$ cat src/rtl/qed_pkg.sv
// Shared definitions for the QED fetch scheduler: filler instruction, bundle width, FSM states.
package qed_pkg;
    localparam logic [31:0] QED_NOP  = 32'h0000_0013;
    localparam int          BUNDLE_W = 64;

    typedef enum logic [1:0] {
        ST_IDLE = 2'd0,
        ST_WAIT = 2'd1,
        ST_RESP = 2'd2
    } fetch_state_e;
endpackage

$ cat src/rtl/qed_sync_fifo.sv
// Synchronous FIFO with a two-word peek port and a 0..2 pop count; no fall-through.
import qed_pkg::*;

module qed_sync_fifo #(
    parameter int DEPTH = 4,
    parameter int W     = 32
) (
    input  logic                     clk_i,
    input  logic                     rst_ni,
    input  logic                     push_i,
    input  logic [W-1:0]             wdata_i,
    input  logic [1:0]               pop_cnt_i,
    output logic [W-1:0]             peek0_o,
    output logic [W-1:0]             peek1_o,
    output logic [$clog2(DEPTH):0]   level_o,
    output logic                     full_o
);
    localparam int AW = $clog2(DEPTH);

    logic [W-1:0]  r_mem [DEPTH];
    logic [AW-1:0] r_wr_ptr;
    logic [AW-1:0] r_rd_ptr;
    logic [AW:0]   r_level;
    logic          w_push;

    assign full_o  = (r_level == (AW+1)'(DEPTH));
    assign w_push  = push_i && !full_o;
    assign peek0_o = r_mem[r_rd_ptr];
    assign peek1_o = r_mem[r_rd_ptr + AW'(1)];
    assign level_o = r_level;

    // Storage write; contents need no reset because the level gates every read.
    always_ff @(posedge clk_i) begin
        if (w_push) begin
            r_mem[r_wr_ptr] <= wdata_i;
        end
    end

    // Pointers and occupancy; pointers wrap naturally since DEPTH is a power of two.
    always_ff @(posedge clk_i) begin
        if (!rst_ni) begin
            r_wr_ptr <= '0;
            r_rd_ptr <= '0;
            r_level  <= '0;
        end else begin
            if (w_push) begin
                r_wr_ptr <= r_wr_ptr + AW'(1);
            end
            r_rd_ptr <= r_rd_ptr + AW'(pop_cnt_i);
            r_level  <= r_level + (AW+1)'(w_push) - (AW+1)'(pop_cnt_i);
        end
    end
endmodule

$ cat src/rtl/qed_fetch_sched.sv
// Feeds the biriscv fetch port from the QED instruction stream: one outstanding fetch,
// 64-bit bundles placed by PC half, misalignment errors and starvation accounting.
import qed_pkg::*;

module qed_fetch_sched #(
    parameter int          DEPTH   = 4,
    parameter bit          PAIR_EN = 1'b1,
    parameter logic [31:0] NOP     = QED_NOP
) (
    input  logic                   clk_i,
    input  logic                   rst_ni,
    input  logic                   mem_i_rd_i,
    input  logic                   mem_i_flush_i,
    input  logic                   mem_i_invalidate_i,
    input  logic [31:0]            mem_i_pc_i,
    output logic                   mem_i_accept_o,
    output logic                   mem_i_valid_o,
    output logic                   mem_i_error_o,
    output logic [BUNDLE_W-1:0]    mem_i_inst_o,
    input  logic                   src_valid_i,
    input  logic [31:0]            src_inst_i,
    output logic                   src_ready_o,
    output logic [$clog2(DEPTH):0] fifo_level_o,
    output logic [15:0]            starve_cnt_o
);
    localparam int LVL_W = $clog2(DEPTH) + 1;

    fetch_state_e        r_state;
    logic [2:0]          r_pc_lo;
    logic                r_valid;
    logic                r_error;
    logic [BUNDLE_W-1:0] r_inst;
    logic [15:0]         r_starve;

    logic                w_cancel;
    logic                w_full;
    logic [31:0]         w_peek0;
    logic [31:0]         w_peek1;
    logic [LVL_W-1:0]    w_level;
    logic [1:0]          w_pop_cnt;
    logic [BUNDLE_W-1:0] w_bundle;

    assign w_cancel = mem_i_flush_i || mem_i_invalidate_i;

    qed_sync_fifo #(
        .DEPTH (DEPTH),
        .W     (32)
    ) u_fifo (
        .clk_i     (clk_i),
        .rst_ni    (rst_ni),
        .push_i    (src_valid_i && src_ready_o),
        .wdata_i   (src_inst_i),
        .pop_cnt_i (w_pop_cnt),
        .peek0_o   (w_peek0),
        .peek1_o   (w_peek1),
        .level_o   (w_level),
        .full_o    (w_full)
    );

    // Bundle placement and pop count for the word(s) consumed when WAIT resolves.
    always_comb begin
        w_pop_cnt = 2'd0;
        w_bundle  = {NOP, NOP};
        if (r_state == ST_WAIT && !w_cancel && r_pc_lo[1:0] == 2'b00 && w_level != '0) begin
            if (r_pc_lo[2]) begin
                w_bundle  = {w_peek0, NOP};
                w_pop_cnt = 2'd1;
            end else if (PAIR_EN && w_level >= LVL_W'(2)) begin
                w_bundle  = {w_peek1, w_peek0};
                w_pop_cnt = 2'd2;
            end else begin
                w_bundle  = {NOP, w_peek0};
                w_pop_cnt = 2'd1;
            end
        end else begin
            w_pop_cnt = 2'd0;
        end
    end

    // Fetch FSM with registered bundle, valid, error and starvation counter.
    always_ff @(posedge clk_i) begin
        if (!rst_ni) begin
            r_state  <= ST_IDLE;
            r_pc_lo  <= 3'd0;
            r_valid  <= 1'b0;
            r_error  <= 1'b0;
            r_inst   <= {NOP, NOP};
            r_starve <= 16'd0;
        end else begin
            case (r_state)
                ST_IDLE: begin
                    r_valid <= 1'b0;
                    r_error <= 1'b0;
                    if (mem_i_rd_i && !w_cancel) begin
                        r_pc_lo <= mem_i_pc_i[2:0];
                        r_state <= ST_WAIT;
                    end
                end
                ST_WAIT: begin
                    if (w_cancel) begin
                        r_state <= ST_IDLE;
                    end else if (r_pc_lo[1:0] != 2'b00) begin
                        r_inst  <= {NOP, NOP};
                        r_error <= 1'b1;
                        r_valid <= 1'b1;
                        r_state <= ST_RESP;
                    end else if (w_level != '0) begin
                        r_inst  <= w_bundle;
                        r_error <= 1'b0;
                        r_valid <= 1'b1;
                        r_state <= ST_RESP;
                    end else if (r_starve != 16'hFFFF) begin
                        r_starve <= r_starve + 16'd1;
                    end
                end
                ST_RESP: begin
                    r_valid <= 1'b0;
                    r_error <= 1'b0;
                    r_state <= ST_IDLE;
                end
                default: begin
                    r_valid <= 1'b0;
                    r_error <= 1'b0;
                    r_state <= ST_IDLE;
                end
            endcase
        end
    end

    // A cancel landing in RESP drops the response; the popped words stay consumed.
    assign mem_i_accept_o = rst_ni && (r_state == ST_IDLE);
    assign mem_i_valid_o  = r_valid && !w_cancel;
    assign mem_i_error_o  = r_error;
    assign mem_i_inst_o   = r_inst;
    assign src_ready_o    = rst_ni && !w_full;
    assign fifo_level_o   = w_level;
    assign starve_cnt_o   = r_starve;
endmodule
$ cat config.mk
export PLATFORM = sky130hd
export DESIGN_NAME = qed_fetch_sched
export DESIGN_NICKNAME = d
export VERILOG_FILES = /design/src/rtl/qed_pkg.sv /design/src/rtl/qed_sync_fifo.sv /design/src/rtl/qed_fetch_sched.sv
export SDC_FILE = /design/constraint.sdc
export NUM_CORES = 1
export LEC_CHECK = 0
export ABC_AREA = 1
export CAP_MARGIN = 15
export CORE_UTILIZATION = 54
export CTS_CLUSTER_SIZE = 16
export DETAILED_ROUTE_END_ITERATION = 10
export PLACE_DENSITY_LB_ADDON = 0.3
export SYNTH_ARGS = -nofsm -noshare
export SYNTH_HDL_FRONTEND = slang
export SYNTH_SLANG_ARGS = --single-unit
$ cat constraint.sdc
create_clock -name clk_i -period 3.7 [get_ports clk_i]
set_clock_uncertainty 0.05 [all_clocks]
set_input_delay 0.37 -clock clk_i [delete_from_list [all_inputs] [get_ports clk_i]]
set_output_delay 0.37 -clock clk_i [all_outputs]
set_load 0.01 [all_outputs]
==> flow_summary.toml <==
[clock_network]
htreeDepth = 1
cts_hold_buf = 0
cts_tree = "done"
cts_sinks = 222
post_cts_buffers = 0
cts_buffers = 23
clkLatencyLatePin_ns = 0.50
post_cts_resized = 0
cts-root-buf = "clkbuf_16"
path_clk_slew_ns = 0.06
clk_path_buf_depth = 3

[timing]
fin_tns_setup_ns = 0
relSlewSlack = 0.337
worst_pin_slew_ns = 0.994
setup_viol = 0
min_period_over_period = 0.773
fmax_mhz = 350
slew_viol_final = 0
post-route-min-period_ns = 2.86
hold_viol_final = 0
rsz0062_at_grt = "no"

[synthesis]
syn_nets = 1366
ys_seq_area_frac = 0.551
syn-instance-count = 1286
yosys_register_bits = 222
yosysWarnings = 0
postSynthAreaPerCell_um2 = 8.09
syn-cell-area_mm2 = 0.0104
synth.distinct_cells = 33

[detailed_routing]
drt_pre_antenna_iters = 5
dr_total_vias = 8835
drt-total-wl_um = 24600
drtAntennaViolNets = 0
wl_per_cell_um = 15.1
viasPerCell = 5.41
drtIter0Drc = 676
drc = 0

[power_and_ir_drop]
power.density_mw_per_mm2 = 430
ir_drop_uv = 318
p_leak_nw = 4.97

[outcome]
status = "completed"

[final_layout]
seqCellArea_mm2 = 0.00573
layout-drive-gt1-share = 0.0614
area_growth_pct = 21.3
num_antenna_cells = 0
multiInputGateArea_mm2 = 0.00416
final_cell_mix = "nand2_1, nand3_1, edfxtp_1"
post-route-util = 0.672
nets = 1464
layout_commonest_cell = "nand2_1"
final.fill_count = 1497

[setup_path]
critPathLaunchType = "register"
worstPathMaxFanout = 35
crit_start = "r_pc_lo[2]"
crit_type = "register to register"
worst_ep_required_time_ns = 4.03
rr_startpoint = "r_pc_lo[2]"
cp-end-kind = "register"
crit_arrival_ns = 3.19
r2r_slack_ns = 0.84

[global_routing]
grt_max_degree = 126
antenna_found_initial = 0
grt_pass1_wl_um = 40600
grt-ovfl-total = 0
grtUsageTotal = 0.255
grt_pass1_vias = 8413

[die]
dieArea_mm2 = 0.0198
ios = 157
die_w_um = 141
fp-row-count = 50
core_area_mm2 = 0.0188
initial_core_util = 0.554
die_h_um = 141

[min_path]
hp-class = "register to register"
min_from = "mem_i_inst_o[17]"

[placed_design]
dpl.hpwl_um = 15000
portBuffers = 127
place.gp.congestion = 0.819

[job]
max_cap_violations = 0
[critical path, cell delays in order, from the launching register on]
cell and delay, ns:
dfxtp_2 0.60, nor2_4 0.22, buf_4 0.43, inv_1 0.08
nor2_1 0.17, inv_1 0.06, ha_1 0.27, inv_1 0.05
fa_1 0.42, xor2_1 0.16, o21ai_0 0.16, a21oi_1 0.05
[state kept, by name (all words and copies together) (netlist names)]
| name | flops |
|---|---|
| r_state | 2 |
| u_fifo.r_rd_ptr | 2 |
| r_valid | 1 |
| u_fifo.level_o | 3 |
| u_fifo.r_wr_ptr | 2 |
| u_fifo.r_mem | 128 |
| starve_cnt_o | 16 |
| r_pc_lo | 3 |
| mem_i_inst_o | 64 |
| mem_i_error_o | 1 |
[worst paths after layout]
path | depth (start not counted) | end
worst max-delay path | 11 | u_fifo.level_o[2]
worst max register to register | 11 | u_fifo.level_o[2]
worst min-delay path | 2 | mem_i_inst_o[17]
worst min register to register | 2 | mem_i_inst_o[17]
[synth_stat cells (all sizes together)]
cell type  count  area [um2]
nand2        635        2390
nand3        143         733
edfxtp       128        3840
dfxtp         94        1880
a21oi         87         458
buf           54         328
nor2          46         200
inv           38         145
clkbuf        18        68.8
o21ai         14        73.8
ha             9         113
nand4          6        37.5
xor2           6        52.6
xnor2          3        26.3
a31oi          1        6.26
clkinv         1        3.75
fa             1        20.0
nand3b         1        7.51
nor3           1        5.00
[layout make-up]
class | count | share of cell area
Sequential cell | 222 | 0.455
Multi-Input combinational cell | 953 | 0.330
Timing Repair Buffer | 145 | 0.115
Clock buffer | 34 | 0.0586
Tap cell | 234 | 0.0232
Inverter | 39 | 0.0118
Clock inverter | 7 | 0.00675
[metal layers]
layer	wire length, um	GRT usage	vias up
met3	1790	0.0370	58
met2	12200	0.438	355
met5	0	0	-
met1	10100	0.326	4041
met4	588	0.102	0
li1	-	-	4381
[stage by stage]
step	area (um2)	power [mW]	setup WS (ns)	hold slack, ns	std cells
floorplan	10400	2.90	0.640	0.384	1286
global placement	11800	3.02	0.838	0.403	1592
detailed placement	11800	3.03	0.760	0.406	1592
CTS	12600	5.46	0.849	0.415	1633
global route	12600	5.60	0.592	0.427	1634
finish	12600	5.42	0.842	0.412	1634
[cells by family (layout without fill, tap and decap cells)]
family	after synthesis	count (layout)	synth area share
simple gates	832	832	0.325
flops	222	222	0.551
buf+inv	111	225	0.0525
compound gates	102	102	0.0517
fa+ha+maj	10	10	0.0128
xor+xnor	9	9	0.00758
[where the power goes]
group,switching (mW),leakage (nW),internal (mW)
logic,0.182,2.64,0.110
registers,0.0318,1.92,2.66
clock network,0.920,0.413,1.52
(Power assumes the default switching activity.)
